[config.mk]
export PLATFORM = sky130hd
export DESIGN_NAME = reconfig_dump_unit
export DESIGN_NICKNAME = d
export VERILOG_FILES = /design/src/rtl/reconfig_pkg.sv /design/src/rtl/byte_serializer.sv /design/src/rtl/reconfig_dump_unit.sv
export SDC_FILE = /design/constraint.sdc
export NUM_CORES = 1
export LEC_CHECK = 0
export CAP_MARGIN = 5
export CORE_MARGIN = 5
export CORE_UTILIZATION = 48
export CTS_BUF_LIST = sky130_fd_sc_hd__clkbuf_16
export CTS_CLUSTER_DIAMETER = 200
export DETAILED_ROUTE_END_ITERATION = 8
export GPL_ROUTABILITY_DRIVEN = 0
export PLACE_DENSITY = 0.77
export REMOVE_ABC_BUFFERS = 1
export SETUP_SLACK_MARGIN = 0.5
export SYNTH_ARGS = -nofsm -noshare
export SYNTH_HDL_FRONTEND = slang
export SYNTH_SLANG_ARGS = --single-unit
[constraint.sdc]
create_clock -name clk -period 10.93 [get_ports clk]
set_clock_uncertainty 0.15 [all_clocks]
set_input_delay 1.6395 -clock clk [delete_from_list [all_inputs] [get_ports clk]]
set_output_delay 1.6395 -clock clk [all_outputs]
set_load 0.05 [all_outputs]
[src/rtl/reconfig_pkg.sv]
// Shared types and default opcodes for the UART reconfiguration/dump controller.
package reconfig_pkg;

    typedef enum logic [3:0] {
        TRACING,
        CFG_ID,
        CFG_DATA,
        HDR_START,
        HDR_COUNT,
        SETTLE,
        MEM_WAIT,
        LOAD,
        SEND,
        WAIT_TX,
        NEXT
    } rcfg_state_t;

    localparam logic [7:0] DEFAULT_CMD_CONFIG = 8'h2A;
    localparam logic [7:0] DEFAULT_CMD_DUMP   = 8'h44;
    localparam logic [7:0] DEFAULT_CMD_ABORT  = 8'h58;

    // A count byte of zero asks for the whole trace buffer.
    function automatic logic [8:0] entry_count(input logic [7:0] count_byte, input int tb_size);
        return (count_byte == 8'd0) ? 9'(tb_size) : {1'b0, count_byte};
    endfunction

endpackage

[src/rtl/byte_serializer.sv]
// Shifts one trace-buffer entry out to the UART a byte at a time, LSB first,
// pacing each byte on the UART busy handshake.
module byte_serializer #(
    parameter int BYTES = 32
) (
    input  logic               clk,
    input  logic               rst,
    input  logic               load,
    input  logic               start,
    input  logic [BYTES*8-1:0] vector_flat,
    input  logic               tx_busy,
    output logic [7:0]         tx_data,
    output logic               new_tx_data,
    output logic               done,
    output logic               all_sent
);

    localparam int CW = $clog2(BYTES + 1);

    logic [BYTES*8-1:0] shift_reg;
    logic [CW-1:0]      byte_cnt;
    logic               pending;
    logic               guard;

    // The guard cycle gives the UART one cycle to raise tx_busy before it is trusted.
    always_ff @(posedge clk or posedge rst) begin
        if (rst) begin
            shift_reg   <= '0;
            byte_cnt    <= '0;
            pending     <= 1'b0;
            guard       <= 1'b0;
            tx_data     <= 8'd0;
            new_tx_data <= 1'b0;
            done        <= 1'b0;
        end else begin
            new_tx_data <= 1'b0;
            done        <= 1'b0;
            if (load) begin
                shift_reg <= vector_flat;
                byte_cnt  <= '0;
            end else if (start) begin
                tx_data     <= shift_reg[7:0];
                new_tx_data <= 1'b1;
                pending     <= 1'b1;
                guard       <= 1'b1;
            end else if (pending) begin
                if (guard) begin
                    guard <= 1'b0;
                end else if (!tx_busy) begin
                    pending   <= 1'b0;
                    shift_reg <= shift_reg >> 8;
                    byte_cnt  <= byte_cnt + CW'(1);
                    done      <= 1'b1;
                end
            end
        end
    end

    assign all_sent = (byte_cnt == CW'(BYTES));

endmodule

[src/rtl/reconfig_dump_unit.sv]
// Byte-command decoder between the UART and the instrumentation: emits config
// strobes and dumps address ranges of the trace buffer to the UART TX.
module reconfig_dump_unit
    import reconfig_pkg::*;
#(
    parameter int          N             = 8,
    parameter int          TB_SIZE       = 8,
    parameter int          DATA_WIDTH    = 32,
    parameter int          MEM_LATENCY   = 2,
    parameter int unsigned SETTLE_CYCLES = 25000000,
    parameter logic [7:0]  CMD_CONFIG    = DEFAULT_CMD_CONFIG,
    parameter logic [7:0]  CMD_DUMP      = DEFAULT_CMD_DUMP,
    parameter logic [7:0]  CMD_ABORT     = DEFAULT_CMD_ABORT
) (
    input  logic                       clk,
    input  logic                       rst,
    input  logic [7:0]                 rx_data,
    input  logic                       new_rx_data,
    output logic [7:0]                 tx_data,
    output logic                       new_tx_data,
    input  logic                       tx_busy,
    output logic                       tracing,
    output logic                       cfg_valid,
    output logic [7:0]                 cfg_id,
    output logic [7:0]                 cfg_data,
    output logic [$clog2(TB_SIZE)-1:0] tb_mem_address,
    input  logic [DATA_WIDTH-1:0]      vector_out_tb [N-1:0]
);

    localparam int AW    = $clog2(TB_SIZE);
    localparam int BYTES = N * DATA_WIDTH / 8;

    rcfg_state_t             state;
    logic [AW-1:0]           cur_addr;
    logic [8:0]              entries_left;
    logic [31:0]             settle_cnt;
    logic [3:0]              lat_cnt;
    logic                    abort_flag;
    logic                    abort_rx;
    logic                    ser_done;
    logic                    ser_all_sent;
    logic [N*DATA_WIDTH-1:0] vector_flat;

    for (genvar i = 0; i < N; i++) begin : g_flatten
        assign vector_flat[i*DATA_WIDTH +: DATA_WIDTH] = vector_out_tb[i];
    end

    assign abort_rx = new_rx_data && (rx_data == CMD_ABORT);

    byte_serializer #(
        .BYTES(BYTES)
    ) u_serializer (
        .clk        (clk),
        .rst        (rst),
        .load       (state == LOAD),
        .start      (state == SEND),
        .vector_flat(vector_flat),
        .tx_busy    (tx_busy),
        .tx_data    (tx_data),
        .new_tx_data(new_tx_data),
        .done       (ser_done),
        .all_sent   (ser_all_sent)
    );

    // Every exit back to TRACING also restores the tracing output and drops a pending abort.
    always_ff @(posedge clk or posedge rst) begin
        if (rst) begin
            state          <= TRACING;
            tracing        <= 1'b1;
            cfg_valid      <= 1'b0;
            cfg_id         <= 8'd0;
            cfg_data       <= 8'd0;
            tb_mem_address <= '0;
            cur_addr       <= '0;
            entries_left   <= 9'd0;
            settle_cnt     <= 32'd0;
            lat_cnt        <= 4'd0;
            abort_flag     <= 1'b0;
        end else begin
            cfg_valid <= 1'b0;
            if (abort_rx && !tracing) begin
                abort_flag <= 1'b1;
            end
            case (state)
                TRACING: begin
                    if (new_rx_data) begin
                        if (rx_data == CMD_CONFIG) begin
                            state <= CFG_ID;
                        end else if (rx_data == CMD_DUMP) begin
                            state <= HDR_START;
                        end
                    end
                end
                CFG_ID: begin
                    if (new_rx_data) begin
                        cfg_id <= rx_data;
                        state  <= CFG_DATA;
                    end
                end
                CFG_DATA: begin
                    if (new_rx_data) begin
                        cfg_data  <= rx_data;
                        cfg_valid <= 1'b1;
                        state     <= TRACING;
                    end
                end
                HDR_START: begin
                    if (new_rx_data) begin
                        cur_addr <= rx_data[AW-1:0];
                        state    <= HDR_COUNT;
                    end
                end
                HDR_COUNT: begin
                    if (new_rx_data) begin
                        entries_left <= entry_count(rx_data, TB_SIZE);
                        settle_cnt   <= 32'd0;
                        tracing      <= 1'b0;
                        state        <= SETTLE;
                    end
                end
                SETTLE: begin
                    if (abort_rx || abort_flag) begin
                        settle_cnt   <= 32'd0;
                        entries_left <= 9'd0;
                        abort_flag   <= 1'b0;
                        tracing      <= 1'b1;
                        state        <= TRACING;
                    end else if (settle_cnt == SETTLE_CYCLES) begin
                        settle_cnt     <= 32'd0;
                        tb_mem_address <= cur_addr;
                        lat_cnt        <= 4'd0;
                        state          <= MEM_WAIT;
                    end else begin
                        settle_cnt <= settle_cnt + 32'd1;
                    end
                end
                MEM_WAIT: begin
                    if (lat_cnt == 4'(MEM_LATENCY - 1)) begin
                        lat_cnt <= 4'd0;
                        state   <= LOAD;
                    end else begin
                        lat_cnt <= lat_cnt + 4'd1;
                    end
                end
                LOAD:    state <= SEND;
                SEND:    state <= WAIT_TX;
                WAIT_TX: begin
                    if (ser_done) begin
                        state <= NEXT;
                    end
                end
                NEXT: begin
                    if (abort_rx || abort_flag) begin
                        entries_left <= 9'd0;
                        abort_flag   <= 1'b0;
                        tracing      <= 1'b1;
                        state        <= TRACING;
                    end else if (!ser_all_sent) begin
                        state <= SEND;
                    end else if (entries_left > 9'd1) begin
                        entries_left   <= entries_left - 9'd1;
                        cur_addr       <= cur_addr + AW'(1);
                        tb_mem_address <= cur_addr + AW'(1);
                        state          <= MEM_WAIT;
                    end else begin
                        entries_left <= 9'd0;
                        abort_flag   <= 1'b0;
                        tracing      <= 1'b1;
                        state        <= TRACING;
                    end
                end
                default: begin
                    tracing <= 1'b1;
                    state   <= TRACING;
                end
            endcase
        end
    end

endmodule

==> results of run 1 <==
[through the flow]
stage	cell area, sq um	std cells	util (%)
4_1_cts	21000	2619	60.9
3_3_place_gp	19800	2548	57.4
6_report	21000	2622	60.9
2_1_floorplan	16200	1788	-
3_5_place_dp	19800	2548	57.4
5_1_grt	21000	2622	60.9
[synth_stat cells (all sizes together), types with 13 or more instances]
| library cell | count | area (sq um) |
|---|---|---|
| a21oi | 16 | 95.1 |
| a31oi | 269 | 1680 |
| buf | 52 | 294 |
| clkbuf | 96 | 362 |
| dfrtp | 347 | 8680 |
| inv | 27 | 101 |
| mux2 | 30 | 338 |
| mux2i | 13 | 130 |
| nand2 | 556 | 2090 |
| nand3 | 28 | 145 |
| nand4 | 20 | 125 |
| nor2 | 276 | 1050 |
| o21ai | 27 | 146 |
| o221ai | 17 | 149 |
[power by group]
group / switching, uW / internal (uW)
sequential: 364 / 1890
clock: 520 / 711
combinational: 1060 / 776
[routing by layer]
layer	share of wire (%)	vias to the layer above	wire length, microns
met1	45	7229	20400
li1	-	7107	-
met4	2.1	0	982
met3	7.4	87	3400
met2	46	548	21000
met5	0	-	0
[critical path, stage by stage]
cell             delay [ns]
clkdlybuf4s50_1        0.66
and4bb_1               0.25
a31o_2                 0.37
a32oi_4                0.91
a21oi_2                0.40
a31oi_1                0.27
[worst paths after layout]
check                           slack [ns]                                      to                      startpoint
max in group asynchronous             7.44  u_serializer.shift_reg[87]$_DFFE_PP0P_                             rst
worst min-delay path                  0.35          u_serializer.guard$_DFFE_PP0P_  u_serializer.guard$_DFFE_PP0P_
worst max register to register        7.31    u_serializer.byte_cnt[5]$_DFFE_PP0P_            state[0]$_DFFE_PP0P_
worst min register to register        0.35          u_serializer.guard$_DFFE_PP0P_  u_serializer.guard$_DFFE_PP0P_
worst max-delay path                  6.68               settle_cnt[3]$_DFFE_PP0P_                      rx_data[2]
min in group asynchronous             1.58                     cfg_valid$_DFF_PP0_                             rst
[cells by family (layout without fill, tap and decap cells)]
kind of cell,count (synthesis),in the layout
XOR/XNOR,9,9
other,0,3
AND/OR/NAND/NOR,954,954
buffers and inverters,176,404
AO/OA/AOI/OAI,397,397
adder cells (fa/ha/maj),9,9
multiplexers,43,43
flip-flops,348,348
[final cells by class]
cell class / count / area share, %
multi-input combinational: 1412 / 35.0
inverter: 28 / 0.535
timing repair buffer: 305 / 14.6
sequential: 348 / 41.4
clock inverter: 31 / 0.946
tap: 455 / 2.71
antenna: 3 / 0.0357
clock buffer: 40 / 4.76
==> key figures, run 1 <==
Layout
  • Register area: ~8700 sq um
  • Filler cells: a little under 3,000
  • Total Nets Final: 2,411
  • Most common cell after layout, fill and taps aside: nand2_1
  • Area of the multi-input gates: around 7400 sq um
  • Share of post-route cells with drive strength above 1: ~5.5%
  • Most frequent cells in the layout: 556 x nand2_1, 347 x dfrtp_1, 297 x clkdlybuf4s50_1
  • P&R area growth vs syn: 25.0%
  • Max reg flops: about 260

Timing
  • Final worst-path cycle share: 38.9%
  • Setup WS post-layout: 6.68 ns
  • Hold Vio Cnt, Final: 0
  • Setup total negative slack: 0 ns
  • Tmin final: 4.25 ns
  • Final-report setup violation count: 0
  • Peak Freq: about 240 MHz
  • Worst hold slack: between 0.3 and 0.4 ns
  • RSZ-0062 raised after global routing: no
  • Slew margin rel.: 0.909%
  • Worst-Margin Slew: ~1.5 ns
  • Slew Limit Fails: 0

Global route
  • First-pass GRT wire length: about 75,000 microns
  • GRT Total Usage: 22.9%
  • Initial antenna violation count: 3
  • Met2 Use GR: a little over a third
  • Grt ovf: 0
  • Grt met3 use: ~4.0%
  • Global routing usage on met1: 33.7%
  • Vias in the first global route: 14,400
  • Pin count of the biggest net entering global routing: about 260
  • GRT busiest layer: met2

Pwr
  • PnR Total Power: 5320 uW
  • Leak Pwr: 0.00901 uW
  • Peak VDD IR: roughly 0.00021 V
  • Power Dens Cells: about 250 nW/um^2

Floorplanning
  • Core Area: 34,500 sq um
  • Num rows: 68
  • Die Ht: between 150 and 200 microns
  • Ports: around 300
  • Die X: 197 microns
  • Starting Density: approximately half
  • Die ar.: roughly 40,000 sq um

Clocking
  • CTS buffer count: 39
  • Post CTS Setup Buffer Count: 0
  • Clock-pin slew of the registers on the worst-case setup and hold paths: about 0.06 ns
  • Resized Gates After CTS: 0
  • Depth of the CTS H-tree: 2
  • CTS Sinks: 348
  • Hold_buf cts: 0
  • CTS tree: done
  • Root Driver: clkbuf_16
  • Clock Latency Late Sink: 0.53 ns
  • Clock buffer depth: 3

Detailed routing
  • TritonRoute pass-1 iters: 5
  • Initial drt markers: approximately 1,400
  • Vias per cell: 5.71
  • Vias: around 15,000
  • # DRC: 0
  • Post-Route WL: 45,700 microns
  • Routed len/inst: ~17 microns
  • Remaining antenna violation count: 0

Logic synthesis
  • Largest family of logic cells by synthesized area: simple AND/OR/NAND/NOR gates
  • Yosys warning total: 0
  • Post-Syn Area per Cell: between 8 and 9 sq um
  • Yosys reg bits: 348
  • Xor/xnor cell area share of the yosys netlist: less than 1%
  • Cell Area, Synth: around 17,000 sq um
  • Synth Area in Compound Gates: 16.0%
  • Post-synthesis mux area share: under 10%
  • Syn Inst Count: approximately 1,900
  • EDFF count, synth: 0
  • Synth Area in Simple Gates: about a quarter
  • Number of distinct library cells after synthesis: 84
  • Post-synth ARST share: between 90% and 100%
  • Register area share after synthesis: approximately 52%
  • Primary FF master, synth: dfrtp_1
  • Post-synthesis adder-cell area fraction: 0.670%

Critical path
  • Critical path class: primary input to register
  • Max Fanout on Critical Path: 32
  • Startpoint types: primary input
  • Reg2reg path depth: 6
  • Crit. End Element: register
  • CP required: around 11 ns
  • Critical Path AT: ~4.5 ns

Placed design
  • HPWL after detailed placement: 29,100 microns
  • Worst slack at placement: between 6 and 7 ns
  • Port buffer count: slightly below 300

Worst hold path
  • Worst hold path type: register to register
  • WHS Path Cells: 1

Outcome
  • Status: finished clean

Run
  • Max-cap viol count: 0
Power figures use the tool's default switching activity.
==> run 2: changes to the inputs <==
CORE_UTILIZATION = 53   (was 48)
PLACE_DENSITY = 0.8   (was 0.77)
clock period = 4.3 ns   (was 10.93 ns; I/O delays follow)
==> run 2 against run 1 <==
  * Global-route usage up 2.9 points
  * Final area rose by 1.1%
  * Combinational power rose to 2.6 times the previous value
  * Critical path type is now register to register
  * Via count grew 2.2%
  * Clock power rose by 140%
  * Utilization is 6.7 points higher
  * Die area is 9.0% lower
  * Largest cell class unchanged
==> key figures, run 2 (synthesis results as in run 1) <==
Outcome
  • Status: finished clean

Layout
  • Max reg flops: 256 (unchanged)
  • Post-route cell area: 21,300 sq um (+1.1%)
  • Most frequent cells in the layout: 556 x nand2_1, 347 x dfrtp_1, 297 x clkdlybuf4s50_1
  • Non-filler instance count after layout: 2,600 (-0.84%)
  • Filler cells: 2,438 (-17%)
  • Most common cell after layout, fill and taps aside: nand2_1
  • Share of post-route cells with drive strength above 1: 6.84% (+1.3 points)
  • Total Nets Final: 2,442 (+1.3%)
  • P&R area growth vs syn: 26.4%

Pwr
  • Power Dens Cells: 638 nW/um^2 (+150%)
  • Peak VDD IR: 0.000673 V (+230%)
  • Leak Pwr: 0.00916 uW (+1.7%)

Clocking
  • Clock buffer depth: 3 (unchanged)
  • Clock-pin slew of the registers on the worst-case setup and hold paths: 0.06 ns (about the same)
  • CTS buffer count: 39 (unchanged)
  • Depth of the CTS H-tree: 2 (unchanged)
  • Hold_buf cts: 0 (unchanged)
  • Post CTS Setup Buffer Count: 0 (unchanged)
  • Root Driver: clkbuf_16
  • Clock Latency Late Sink: 0.52 ns (about the same)
  • CTS tree: done
  • Resized Gates After CTS: 0 (unchanged)
  • CTS Sinks: 348 (unchanged)

Critical path
  • Critical path class: register to register
  • Crit path to: settle_cnt[3]$_DFFE_PP0P_
  • Setup slack, reg-to-reg: 0.93 ns (-6.38 ns)
  • Crit. End Element: register
  • Capturing point of the worst reg2reg path: settle_cnt[3]$_DFFE_PP0P_
  • WP buf/inv: 0 (-1)
  • CP max stage cell: a32oi_4
  • Critical R2R Launch: state[1]$_DFFE_PP0P_
  • Worst path depth: 5 (-1)
  • Max incr delay on CP: 0.81 ns (-0.10 ns)
  • CP cell instances: nand4bb_1, a31o_4, a32oi_4, a21oi_2, a31oi_1
  • Reg2reg path depth: 5 (-1)
  • Critical Path AT: 3.65 ns (-0.88 ns)
  • Crit path from: state[1]$_DFFE_PP0P_
  • Max Fanout on Critical Path: 32 (unchanged)
  • Startpoint types: register
  • CP required: 4.58 ns (-6.62 ns)
  • Crit path max-delay family: compound AO/OA/AOI/OAI gates

Detailed routing
  • Initial drt markers: 1,326 (-7.9%)
  • Vias: 15,300 (+2.2%)
  • Vias per cell: 5.89 (+3.1%)
  • Remaining antenna violation count: 0 (unchanged)
  • # DRC: 0 (unchanged)
  • Routed len/inst: 17.8 microns (+2.3%)
  • TritonRoute pass-1 iters: 5 (unchanged)
  • Post-Route WL: 46,400 microns (+1.4%)

Floorplanning
  • Starting Density: 53.4% (+4.7 points)
  • Num rows: 65 (-4.4%)
  • Ports: 298 (unchanged)
  • Die Ht: 188 microns (-4.6%)
  • Die ar.: 35,400 sq um (-9.0%)
  • Die X: 188 microns (-4.6%)
  • Core Area: 31,500 sq um (-8.9%)

Timing
  • Final-report setup violation count: 0 (unchanged)
  • Peak Freq: 297 MHz
  • Hold Vio Cnt, Final: 0 (unchanged)
  • Slew margin rel.: 29.3% (+28 points)
  • Worst-Margin Slew: 1.06 ns (-0.427 ns)
  • RSZ-0062 raised after global routing: no
  • Tmin final: between 3 and 4 ns
  • Slew Limit Fails: 0 (unchanged)
  • Final worst-path cycle share: between 70% and 80%

Global route
  • Grt ovf: 0 (unchanged)
  • First-pass GRT wire length: 76,600 microns (+2.5%)
  • Initial antenna violation count: 9 (+6)
  • Pin count of the biggest net entering global routing: 109 (-57%)
  • Vias in the first global route: 15,100 (+4.4%)
  • GRT Total Usage: 25.8% (+2.9 points)

Placed design
  • Placed cell count: 2,526 (-0.86%)
  • Dpl cell area: 20,100 sq um (+1.4%)
  • HPWL after detailed placement: 31,600 microns (+8.4%)
  • Port buffer count: 297 (unchanged)

Run
  • Max-cap viol count: 0 (unchanged)

Worst hold path
  • Worst hold path type: register to register
  • Hold_sp: u_serializer.guard$_DFFE_PP0P_
[run 2: per-layer routing]
metal  wire (microns)  global-route usage [%]  vias up  part of all wire, %
met1            19400                    35.9     7363                   42
met5               34                       0        -                0.073
met3             3930                    5.58      101                  8.5
met4             1530                    9.43        6                  3.3
li1                 -                       -     7154                    -
met2            21500                    40.4      677                   46
[run 2: where the power goes]
group	internal, uW	total (uW)	switching, uW
Clock	1690	3010	1320
Sequential	4810	5750	939
Combinational	2050	4810	2760
[run 2: area by class of cell]
| cell class | instances | area [sq um] | share of cell area [%] |
|---|---|---|---|
| multi-input cells | 1412 | 7360 | 34.6 |
| repair buffers | 336 | 3420 | 16.1 |
| clock buffers | 40 | 1000 | 4.71 |
| clock inverters | 28 | 141 | 0.665 |
| flip-flops and latches | 348 | 8710 | 41.0 |
| well taps | 402 | 503 | 2.37 |
| diodes | 6 | 15.0 | 0.0706 |
| inverters | 28 | 113 | 0.530 |
[run 2: through the flow]
stage	setup TNS, ns	util, %	power [uW]	hold slack (ns)	worst slack (ns)
finish	0	67.5	13600	0.329	0.930
CTS	0	67.5	13600	0.331	0.995
detailed placement	0	63.9	10500	0.317	0.616
floorplan	-4462.19	-	9680	0.300	-8.95
global placement	0	63.9	10300	0.314	0.800
global route	0	67.5	14500	0.336	0.707
[run 2: how the worst min path moves through the flow]
stage | to | slack (ns) | depth (start not counted)
after global routing | u_serializer.guard$_DFFE_PP0P_ | 0.34 | 1
after global placement | u_serializer.guard$_DFFE_PP0P_ | 0.31 | 1
after floorplan | u_serializer.guard$_DFFE_PP0P_ | 0.30 | 1
after CTS | u_serializer.guard$_DFFE_PP0P_ | 0.33 | 1
after detailed placement | u_serializer.guard$_DFFE_PP0P_ | 0.32 | 1
final | u_serializer.guard$_DFFE_PP0P_ | 0.33 | 1
[run 2: worst register-to-register path: cells and delay by family (launching register included)]
kind / cells / cell delay (ns)
flip-flops: 1 / 0.76
AND/OR/NAND/NOR: 1 / 0.47
AO/OA/AOI/OAI: 4 / 1.91
